### config.mk
export PLATFORM = sky130hd
export DESIGN_NAME = nbit_serial_addsub
export DESIGN_NICKNAME = d
export VERILOG_FILES = /design/src/rtl/nbit_serial_addsub.sv
export SDC_FILE = /design/constraint.sdc
export NUM_CORES = 1
export LEC_CHECK = 0
export BUFFER_PORTS_ARGS = -buffer_cell sky130_fd_sc_hd__clkbuf_2
export CAP_MARGIN = 20
export CORE_ASPECT_RATIO = 0.5
export CORE_MARGIN = 2
export CORE_UTILIZATION = 50
export DETAILED_ROUTE_END_ITERATION = 10
export MAX_ROUTING_LAYER = met4
export PLACE_DENSITY = 0.83
export SYNTH_ARGS = -nofsm -noshare
export SYNTH_HDL_FRONTEND = slang
export SYNTH_SLANG_ARGS = --single-unit
### constraint.sdc
create_clock -name clk -period 4.1 [get_ports clk]
set_clock_uncertainty 0.15 [all_clocks]
set_input_delay 0.205 -clock clk [delete_from_list [all_inputs] [get_ports clk]]
set_output_delay 0.205 -clock clk [all_outputs]
set_load 0.1 [all_outputs]
### src/rtl/nbit_serial_addsub.sv
// nbit_serial_addsub: digit-serial adder/subtractor, DIGIT bits per clock, LSB slice first
module nbit_serial_addsub #(
  parameter int WIDTH = 8,
  parameter int DIGIT = 4
) (
  input  logic             clk,
  input  logic             rst_n,
  input  logic             start,
  input  logic             sub,
  input  logic [WIDTH-1:0] a,
  input  logic [WIDTH-1:0] b,
  output logic [WIDTH-1:0] s,
  output logic             cout,
  output logic             ovf,
  output logic             zero,
  output logic             busy,
  output logic             done
);
  localparam int N  = WIDTH / DIGIT;
  localparam int CW = $clog2(N + 1);
  typedef enum logic {IDLE, RUN} state_t;
  state_t           state_q, state_d;
  logic [WIDTH-1:0] a_q, a_d, b_q, b_d, s_q, s_d;
  logic [CW-1:0]    cnt_q, cnt_d;
  logic             carry_q, carry_d, cout_q, cout_d, ovf_q, ovf_d, zero_q, zero_d, done_q, done_d;
  logic [DIGIT:0]   sum;
  always_comb begin
    state_d = state_q;
    a_d     = a_q;
    b_d     = b_q;
    s_d     = s_q;
    cnt_d   = cnt_q;
    carry_d = carry_q;
    cout_d  = cout_q;
    ovf_d   = ovf_q;
    zero_d  = zero_q;
    done_d  = 1'b0;
    sum     = {1'b0, a_q[DIGIT-1:0]} + {1'b0, b_q[DIGIT-1:0]} + {{DIGIT{1'b0}}, carry_q};
    if (state_q == IDLE) begin
      if (start) begin
        state_d = RUN;
        a_d     = a;
        b_d     = b ^ {WIDTH{sub}};
        carry_d = sub;
        cnt_d   = '0;
      end
    end else begin
      a_d     = a_q >> DIGIT;
      b_d     = b_q >> DIGIT;
      s_d     = WIDTH'({sum[DIGIT-1:0], s_q} >> DIGIT);
      carry_d = sum[DIGIT];
      cnt_d   = cnt_q + CW'(1);
      if (cnt_q == CW'(N - 1)) begin
        state_d = IDLE;
        done_d  = 1'b1;
        cout_d  = sum[DIGIT];
        ovf_d   = a_q[DIGIT-1] ^ b_q[DIGIT-1] ^ sum[DIGIT-1] ^ sum[DIGIT];
        zero_d  = s_d == '0;
      end
    end
  end
  always_ff @(posedge clk or negedge rst_n) begin
    if (!rst_n) begin
      state_q <= IDLE;
      a_q     <= '0;
      b_q     <= '0;
      s_q     <= '0;
      cnt_q   <= '0;
      carry_q <= 1'b0;
      cout_q  <= 1'b0;
      ovf_q   <= 1'b0;
      zero_q  <= 1'b1;
      done_q  <= 1'b0;
    end else begin
      state_q <= state_d;
      a_q     <= a_d;
      b_q     <= b_d;
      s_q     <= s_d;
      cnt_q   <= cnt_d;
      carry_q <= carry_d;
      cout_q  <= cout_d;
      ovf_q   <= ovf_d;
      zero_q  <= zero_d;
      done_q  <= done_d;
    end
  end
  assign s    = s_q;
  assign cout = cout_q;
  assign ovf  = ovf_q;
  assign zero = zero_q;
  assign busy = state_q == RUN;
  assign done = done_q;
endmodule

## Word level (Yosys, flattened, before mapping)

Index checks and enable logic that the tools add are counted.

| cells by class | value |
|---|---|
| $add $sub $neg | 3 |
| bitwise operators | 4 |
| reduce and logical (&&, ||, !) cells | 3 |
| mux-type cells | 13 |
| equal/unequal tests | 1 |

Operators by type and width:

| operator | count |
|---|---|
| 8-bit two-way mux | 4 |
| 8-bit zero test | 1 |
| 8-bit bitwise XOR | 1 |
| 1-bit two-way mux | 7 |
| 4-bit by 4-bit adder with 5-bit output | 1 |
| 5-bit by 1-bit adder with 5-bit output | 1 |
| 2-bit two-way mux | 2 |
| 1-bit bitwise XOR | 3 |
| 2-bit by 1-bit adder with 2-bit output, second input constant | 1 |
| 2-bit by 1-bit == test with 1-bit output, second input constant | 1 |
| 2-bit AND reduction | 1 |
| 2-bit nonzero test | 1 |

| word-level totals | value |
|---|---|
| logic and storage cells | 34 |
| input port bits | 20 |
| bits in registers | 32 |

## Longest topological paths before layout

Gate-level depths: netlist of the first run.

| logic depth | value |
|---|---|
| depth in word-level cells | 4 |
| gate-level depth with buffers | 7 |
| depth with buffers taken out | 7 |

## Worst setup path after synthesis of the first run

No wires, ideal clock.

| timing path | value |
|---|---|
| path kind | reg2reg |
| start | register state_q, in the netlist busy |
| end | register b_q[2] |
| stages on the path, launching flop included | 5 |
| slack | 2.184 ns |
| path buffers | 2 |
| library setup time | 0.083 ns |
| data arrival time | 1.683 ns |
| cell sequence | dfrtp_1 > buf_2 > clkbuf_1 > nand2_1 > o21ai_0 |

| between the ends | value |
|---|---|
| cells in the longest elaborated chain, start to end | 1 |

Ends and longest elaborated chain:

| what | line | text |
|---|---|---|
| from (decl) | 22 | `state_t state_q, state_d;` |
| from (signal assigned) | 75 | `state_q <= state_d;` |
| 8-bit two-way mux / 2-bit nonzero test (equally long branches) | -- |  |
| to (signal assigned) | 66 | `b_q <= '0;` |
| to (signal assigned) | 77 | `b_q <= b_d;` |
| to (decl) | 23 | `logic [WIDTH-1:0] a_q, a_d, b_q, b_d, s_q, s_d;` |

Several ways; a longest one is shown, not always the timed one.
A chain may end at the register's enable or synchronous reset.

## Worst setup path after layout of the first run

| timing path | value |
|---|---|
| start | register a_q[0] |
| end | register ovf_q, in the netlist ovf |

| between the ends | value |
|---|---|
| cells in the longest elaborated chain, start to end | 4 |

Ends and longest elaborated chain:

| what | line | text |
|---|---|---|
| from (decl) | 23 |  |
| from (signal assigned) | 65 | `a_q <= '0;` |
| from (signal assigned) | 76 | `a_q <= a_d;` |
| 4-bit by 4-bit adder with 5-bit output * | 38 | `sum = {1'b0, a_q[DIGIT-1:0]} + {1'b0, b_q[DIGIT-1:0]} + {{DIGIT{1'b0}}, carry_q};` |
| 5-bit by 1-bit adder with 5-bit output * | 38 |  |
| 1-bit bitwise XOR | 57 | `ovf_d = a_q[DIGIT-1] ^ b_q[DIGIT-1] ^ sum[DIGIT-1] ^ sum[DIGIT];` |
| 1-bit bitwise XOR * | 57 |  |
| to (signal assigned) | 82 | `ovf_q <= ovf_d;` |
| to (decl) | 25 | `logic carry_q, carry_d, cout_q, cout_d, ovf_q, ovf_d, zero_q, zero_d, done_q, done_d;` |

Every way passes the cells marked *; elsewhere a longest branch is shown, timed or not.

==> impl_metrics.ini, run 1 <==
[global_routing]
grt_max_degree = 33
groute.usage.overall_pct = 19.1
overflow = 0
grt_pass1_wl_um = 4730
grt_pass1_vias = 1001
antenna_found_initial = 0

[drt]
drtIter0Drc = 52
post_drt_wl_per_cell_um = 13.1
first_pass_iters = 4
drtAntennaViolNets = 0
via_per_inst = 4.89
via_count = 1047
drc = 0
wirelength_um = 2800

[critical_path]
slowest_delay_ns = 0.39
crit_top_cell = fa_1
cp.required_ns = 4.11
worst-setup-path-type = reg2reg
cp_max_fo = 3
worst_setup_path_start_kind = register
path_cells = fa_1, inv_1, fa_1, nand2b_1, a21oi_1, xor2_1, o21ai_0
cp-end-kind = register
cp.arrival_ns = 1.96
reg2reg_from = a_q[0]
worst_path_max_delay_cell = fa_1
crit_start = a_q[0]

[floorplanning]
std_cell_rows = 14
die_area_um2 = 3560
initial_utilization_pct = 51.9
coreArea_um2 = 2960
io-pin-count = 33
die_height_um = 43.2
fp.dieW_um = 82.4

[timing]
finalHoldViolations = 0
slew_headroom_pct = 47.7
report.final.slew_viol_count = 0
tightest_slew_ns = 0.784
setup_slack_ns = 2.14
setup_tns_ns = 0
clock.fmax_ghz = 0.511
rsz0062_at_grt = false
finalSetupViolCount = 0
finalCriticalPeriod_ns = 1.96
post-route-period-util_pct = 47.7

[synthesis]
synth_edf_count = 0
syn-instance-count = 139
syn_area_um2 = 1540
synth.top_cell.area_share_pct = 50.5
yosysSeqAreaShare_pct = 52.2
ys_ff_latch = 32
yosysWarnings = 0
postSynth.asyncResetShare_pct = 100
synth_cell_types = 26
yosysTopAreaCell = dfrtp_1
netlist_top_cells_count = 31 x dfrtp_1, 14 x nor2_1, 13 x mux2i_1, 13 x nand2_1, 11 x o21ai_0
yosys-top-cells-area = dfrtp_1 50%, mux2i_1 8.5%, xnor2_1 5.1%
syn-num-nets = 165
syn_avg_cell_area_um2 = 11.1
yosysMostFrequentCell = dfrtp_1
synth_top_flop_cell = dfrtp_1

[clocking]
cts_max_level = 2
cts_resized = 0
cts.sinks = 32
cts-buffers-inserted = 5
cts_max_path_buffers = 2
clock_latency_ns = 0.28
cts.clk_slew.worst_paths_ns = 0.07
cts_tree = built
cts_root_buf = clkbuf_8

[place]
place_congestion = 0.781
pre_cts_ws_ns = 2.15
io_buffers = 32
dp_hpwl_um = 2010

[finish]
diodes = 0
syn_to_final_growth_pct = 18.3
fin_nets = 199
drive_gt1_share_pct = 28.7

[run_status]
status = completed

[hold_path]
worstHoldStart = a[6]
hold_path.class = in2reg

[job]
maxCapViolations = 0
==> registers in the layout, summed over array words and instances (netlist names) <==
| signal | flops |
|---|---|
| a_q | 8 |
| zero | 1 |
| busy | 1 |
| b_q | 8 |
| s | 8 |
| cout | 1 |
| done | 1 |
| cnt_q | 2 |
| ovf | 1 |
| carry_q | 1 |
==> layout by cell type, fill, tap and decap left out <==
cell type	n
clkbuf_2	32
dfrtp_1	31
nor2_1	14
nand2_1	13
mux2i_1	13
o21ai_0	11
xnor2_1	9
inv_1	7
mux2_2	6
clkbuf_8	6
a21oi_1	5
a211oi_1	4
ha_1	4
nand2b_1	2
xor2_1	2
fa_1	2
clkinv_2	2
clkinv_1	1
a21o_1	1
a21oi_2	1
mux2_4	1
o31ai_1	1
nor4b_1	1
nor3_1	1
nand3_1	1
dlygate4sd3_1	1
buf_4	1
dfstp_2	1
==> routing by layer <==
layer,track usage [%],vias to the layer above,wire length [um]
met3,5.74,2,145
met1,23.6,488,1360
met4,7.00,0,23
met5,-,-,0
met2,30.0,28,1270
li1,-,529,-
==> worst max-delay path, delay by kind of cell, from the launching register on <==
| kind | cells | cell delay [ns] |
|---|---|---|
| compound gates | 2 | 0.34 |
| xor+xnor | 1 | 0.16 |
| fa+ha+maj | 2 | 0.60 |
| buf+inv | 1 | 0.06 |
| flops | 1 | 0.37 |
| simple gates | 1 | 0.16 |
==> cells by family (layout without fill, tap and decap cells) <==
kind of cell / Yosys count / in the layout / synth area share, %
multiplexers: 20 / 20 / 13.8
XOR/XNOR: 11 / 11 / 6.27
flip-flops: 32 / 32 / 52.2
AO/OA/AOI/OAI: 23 / 23 / 8.71
adder cells (fa/ha/maj): 6 / 6 / 5.86
AND/OR/NAND/NOR: 32 / 32 / 8.63
buffers and inverters: 15 / 50 / 4.48
==> path summary, 6_finish.rpt <==
| check | to | slack, ns | cells after the start |
|---|---|---|---|
| min in group asynchronous | b_q[5] | 0.38 | 2 |
| worst min-delay path | a_q[6] | 0.01 | 3 |
| max in group asynchronous | s[0] | 2.92 | 2 |
| worst min register to register | b_q[1] | 0.33 | 2 |
| worst max register to register | ovf | 2.14 | 7 |
| worst max-delay path | ovf | 2.14 | 7 |
==> layout make-up <==
class	instances	area (um2)
Tap cell	40	50.0
Sequential cell	32	802
Inverter	8	30.0
Timing Repair Buffer	34	178
Clock inverter	2	10.0
Fill cell	232	1140
Multi-Input combinational cell	92	666
Clock buffer	6	82.6
==> stage by stage <==
step	util, %	area (um2)	hold slack (ns)	instances
finish	61.4	1820	0.0136	214
detailed placement	57.9	1720	0.181	205
global route	61.4	1820	0.0317	214
floorplan	-	1540	-0.241	139
CTS	61.4	1820	0.00988	214
global placement	57.9	1720	0.165	205
==> what timing repair did <==
action	4_1_cts	5_1_grt
setup endpoints to repair	0	0
hold buffers	1	0
endpoints found under the hold margin	31	0
setup buffers	0	0
Power of run 1 is not shown: default switching activity piles up to over one toggle a cycle in this logic, so the estimate is an artifact.
==> inputs of run 2 (changes only) <==
CORE_UTILIZATION = 48   (was 50)
clock period = 1.6 ns   (was 4.1 ns; I/O delays follow)
==> run 2 against run 1 <==
The flow now finishes with violations (setup timing). Critical endpoint unchanged. Sequential share of layout area fell by 5.9 points. Clock-buffer cell count fell by 1. Die area rose by 3.9%. Largest cell class unchanged.
==> impl_metrics.ini, run 2 (synthesized netlist as in run 1, its figures left out) <==
[finish]
design_area_um2 = 2110
final_cells = 235
layout_common_cells = 30 x dfrtp_1, 30 x clkbuf_2, 14 x nor2_1
fillers = 210
fin_nets = 220
seq_area_um2 = 806
syn_to_final_growth_pct = 37.4
drive_gt1_share_pct = 34.9
multi_input_area_um2 = 731
utilization_pct = 69.7
diodes = 0

[floorplanning]
coreArea_um2 = 3030
fp.dieW_um = 84.0
std_cell_rows = 14
io-pin-count = 33
die_area_um2 = 3700
die_height_um = 44.0
initial_utilization_pct = 50.7

[clocking]
clock_latency_ns = 0.29
cts.clk_slew.worst_paths_ns = 0.07
cts_max_path_buffers = 2
cts.sinks = 32
cts_max_level = 2
cts_root_buf = clkbuf_8
cts-buffers-inserted = 5
cts_tree = built

[global_routing]
grt_max_degree = 30
overflow = 0
antenna_found_initial = 0
groute.usage.overall_pct = 21.3
grt_pass1_wl_um = 5640
grt_pass1_vias = 1247

[job]
maxCapViolations = 0

[critical_path]
cp.required_ns = 1.62
worst-path-buf-inv = 1
worst_path_max_delay_cell = dfrtp_1
slowest_delay_ns = 0.39
cp-end-kind = register
path_cells = fa_2, inv_2, fa_2, nand2b_4, a21oi_4, xor2_1, o21ai_1
worst_setup_path_start_kind = register
cp_top_family = adder cells
worst-setup-path-type = reg2reg
crit_top_cell = fa_2
cp.arrival_ns = 1.93
cp_max_fo = 3

[place]
dp_cells = 212
place_congestion = 0.761
io_buffers = 32
placed_cell_area_um2 = 1810
dp_hpwl_um = 2130

[timing]
slew_headroom_pct = 59.1
finalCriticalPeriod_ns = 1.91
setup_slack_ns = -0.313
finalSetupViolCount = 7
rsz0062_at_grt = true
post-route-period-util_pct = 120
report.final.slew_viol_count = 0
holdWs_ns = 0.0610
finalHoldViolations = 0
clock.fmax_ghz = 0.523
tightest_slew_ns = 0.613

[run_status]
violations = setup timing
status = finished, violations left

[drt]
drtIter0Drc = 89
post_drt_wl_per_cell_um = 14.6
via_count = 1215
via_per_inst = 5.17
drc = 0
drtAntennaViolNets = 0
wirelength_um = 3430
first_pass_iters = 4

[hold_path]
hold_path.class = in2reg

[power]
power_density_nw_per_um2 = 2310
total_power_mw = 4.88
power_leakage_nw = 1.05
irDropWorstVdd_mv = 1.94
==> run 2: cell count changes in the layout (fill, tap and decap cells not counted), sizes merged <==
| cell | before | now |
|---|---|---|
| dlygate4sd3 | 1 | 13 |
| buf | 1 | 12 |
| clkbuf | 38 | 35 |
| bufinv | 0 | 1 |
| clkinv | 3 | 2 |
| clkinvlp | 0 | 1 |
==> run 2: layout make-up <==
cell class | instances | area share, %
Clock inverter | 3 | 2.02
Timing Repair Buffer | 55 | 18.1
Inverter | 8 | 1.42
Tap cell | 40 | 2.37
Clock buffer | 5 | 3.26
Multi-Input combinational cell | 92 | 34.6
Sequential cell | 32 | 38.2
==> run 2: what timing repair did <==
action,in CTS,in global routing
pin swaps,5,1
cloned,0,0
endpoints found under the setup margin,7,7
hold buffers,13,0
setup buffers,1,1
resized for setup,7,3
endpoints found under the hold margin,34,0
==> run 2: worst paths after layout <==
kind	start	endpoint	slack (ns)	cells after the start
max	b_q[0]	ovf	-0.31	7
min in group asynchronous	rst_n	b_q[4]	0.19	2
min reg2reg	zero	zero	0.32	2
max reg2reg	b_q[0]	ovf	-0.31	7
min	b[2]	b_q[2]	0.06	5
max in group asynchronous	rst_n	b_q[6]	0.60	3
==> run 2: worst min-delay path, cell delays in order <==
cell and delay [ns]:
clkbuf_2 0.09, xnor2_1 0.05, nor2_1 0.08, a21oi_1 0.04, o21ai_0 0.13
==> run 2: metal layers <==
layer  wire [um]  share of wire [%]  GRT usage, %
met4         169                4.9          12.3
met3         192                5.6          5.14
met1        1470                 43          25.6
met5           0                  0             -
met2        1600                 46          33.6
==> run 2: stage by stage <==
stage               worst slack, ns  TNS, ns
floorplan                    -0.186   -0.677
global route                 -0.390    -1.92
finish                       -0.313    -1.51
global placement             -0.207   -0.885
detailed placement           -0.297    -1.37
CTS                          -0.255    -1.25
==> run 2: report_power, final <==
group | leakage, nW | switching, mW | internal, mW
logic | 0.580 | 1.88 | 0.846
clock network | 0.0541 | 0.311 | 0.460
registers | 0.411 | 0.233 | 1.15
Note: power is estimated with default switching activity, not from simulation.
==> inputs of run 3 (changes only) <==
CORE_UTILIZATION = 50   (was 48)
clock period = 1.9 ns   (was 1.6 ns; I/O delays follow)
==> run 3 against run 2 <==
Critical path depth fell by 1. Wire length fell by 13%. Critical path type unchanged. Final cell count fell by 2.6%. The run now ends clean. Critical endpoint is now zero. Via count is 8.8% lower. Global-route usage down 3.1 points. Maximum frequency up 3.9%. Die area is 3.7% lower.
==> impl_metrics.ini, run 3 (synthesized netlist as in run 1, its figures left out) <==
[critical_path]
r2r_end = zero
r2r_setup_slack_ns = 0.06
cp_max_fo = 2
worst-setup-path-type = reg2reg
rr_worst_depth = 6
cp.required_ns = 1.95
worst_setup_path_start_kind = register
cp.arrival_ns = 1.89
cp-end-kind = register
reg2reg_from = a_q[0]

[finish]
design_area_um2 = 2000
diodes = 0
syn_to_final_growth_pct = 30.3
layout_commonest_cell = clkbuf_2
layout_common_cells = 31 x clkbuf_2, 30 x dfrtp_1, 14 x nor2_1
drive_gt1_share_pct = 32.3
fin_nets = 214

[clocking]
clock_latency_ns = 0.28
cts_max_level = 2
cts_max_path_buffers = 2
cts_root_buf = clkbuf_8
cts.sinks = 32
cts_tree = built
cts-buffers-inserted = 5
cts.clk_slew.worst_paths_ns = 0.07

[drt]
post_drt_wl_per_cell_um = 13.1
first_pass_iters = 4
drtIter0Drc = 21
via_per_inst = 4.84
wirelength_um = 2990
via_count = 1108
drtAntennaViolNets = 0
drc = 0

[floorplanning]
coreArea_um2 = 2960
std_cell_rows = 14
die_height_um = 43.2
initial_utilization_pct = 51.9
io-pin-count = 33
fp.dieW_um = 82.4
die_area_um2 = 3560

[global_routing]
grt_pass1_wl_um = 4530
grt_max_degree = 33
antenna_found_initial = 0
grt_pass1_vias = 984
overflow = 0
groute.usage.overall_pct = 18.1

[run_status]
status = completed

[place]
dp_hpwl_um = 1980
placed_cell_area_um2 = 1730
place_congestion = 0.763
io_buffers = 32

[timing]
tightest_slew_ns = 0.793
holdWs_ns = 0.0230
finalCriticalPeriod_ns = 1.84
post-route-period-util_pct = 96.9
slew_headroom_pct = 47.1
finalSetupViolCount = 0
finalHoldViolations = 0
report.final.slew_viol_count = 0
clock.fmax_ghz = 0.543

[hold_path]
hold_path.class = in2reg
whs_path_depth = 2
worstHoldStart = start
whs_endpoint = cnt_q[1]

[job]
maxCapViolations = 0
run 3: changes by cell type in the layout (fill, tap and decap cells not counted), sizes merged:
cell      before  now
clkbuf        35   37
clkinvlp       1    0
clkinv         2    3
bufinv         1    0
buf           12    5
run 3: repair_timing:
action | 4_1_cts | 5_1_grt
hold endpoints to repair | 43 | 0
pin swaps | 0 | 4
endpoints found under the setup margin | 1 | 6
setup buffers | 0 | 1
hold buffers | 13 | 0
resized for setup | 1 | 9
run 3: per-layer routing:
| layer | wire [um] | GRT usage [%] | up-vias |
|---|---|---|---|
| met5 | 0 | - | - |
| met4 | 24 | 6.00 | 0 |
| met3 | 114 | 5.11 | 3 |
| met2 | 1350 | 26.0 | 23 |
| met1 | 1500 | 24.9 | 524 |
| li1 | - | - | 558 |
run 3: worst max-delay path: stages, from the launching register on:
cell     delay [ns]
dfrtp_1        0.40
fa_2           0.40
inv_2          0.07
fa_2           0.44
nor4b_2        0.17
nand3_1        0.07
o21ai_1        0.06
run 3: worst max path at each step:
stage	start	to	cells past startpoint
2_1_floorplan	a_q[0]	zero	6
3_3_place_gp	a_q[0]	ovf	7
3_5_place_dp	a_q[0]	ovf	7
4_1_cts	a_q[0]	ovf	7
5_1_grt	carry_q	ovf	7
6_report	a_q[0]	zero	6
run 3: per-stage QoR:
step	setup slack (ns)	TNS (ns)	instances	utilization, %
finish	0.0592	0	229	67.6
CTS	0.0157	0	228	66.2
detailed placement	-0.0226	-0.0226	207	58.6
floorplan	0.0542	0	139	-
global placement	0.0563	0	207	58.6
global route	-0.0292	-0.0474	229	67.6
run 3: area by class of cell:
| cell class | count | area [um2] |
|---|---|---|
| fill | 224 | 958 |
| sequential | 32 | 803 |
| inverter | 8 | 30.0 |
| clock buffer | 6 | 82.6 |
| multi-input combinational | 92 | 703 |
| clock inverter | 2 | 10.0 |
| tap | 40 | 50.0 |
| timing repair buffer | 49 | 323 |
Power of run 3 is left out for the same reason.
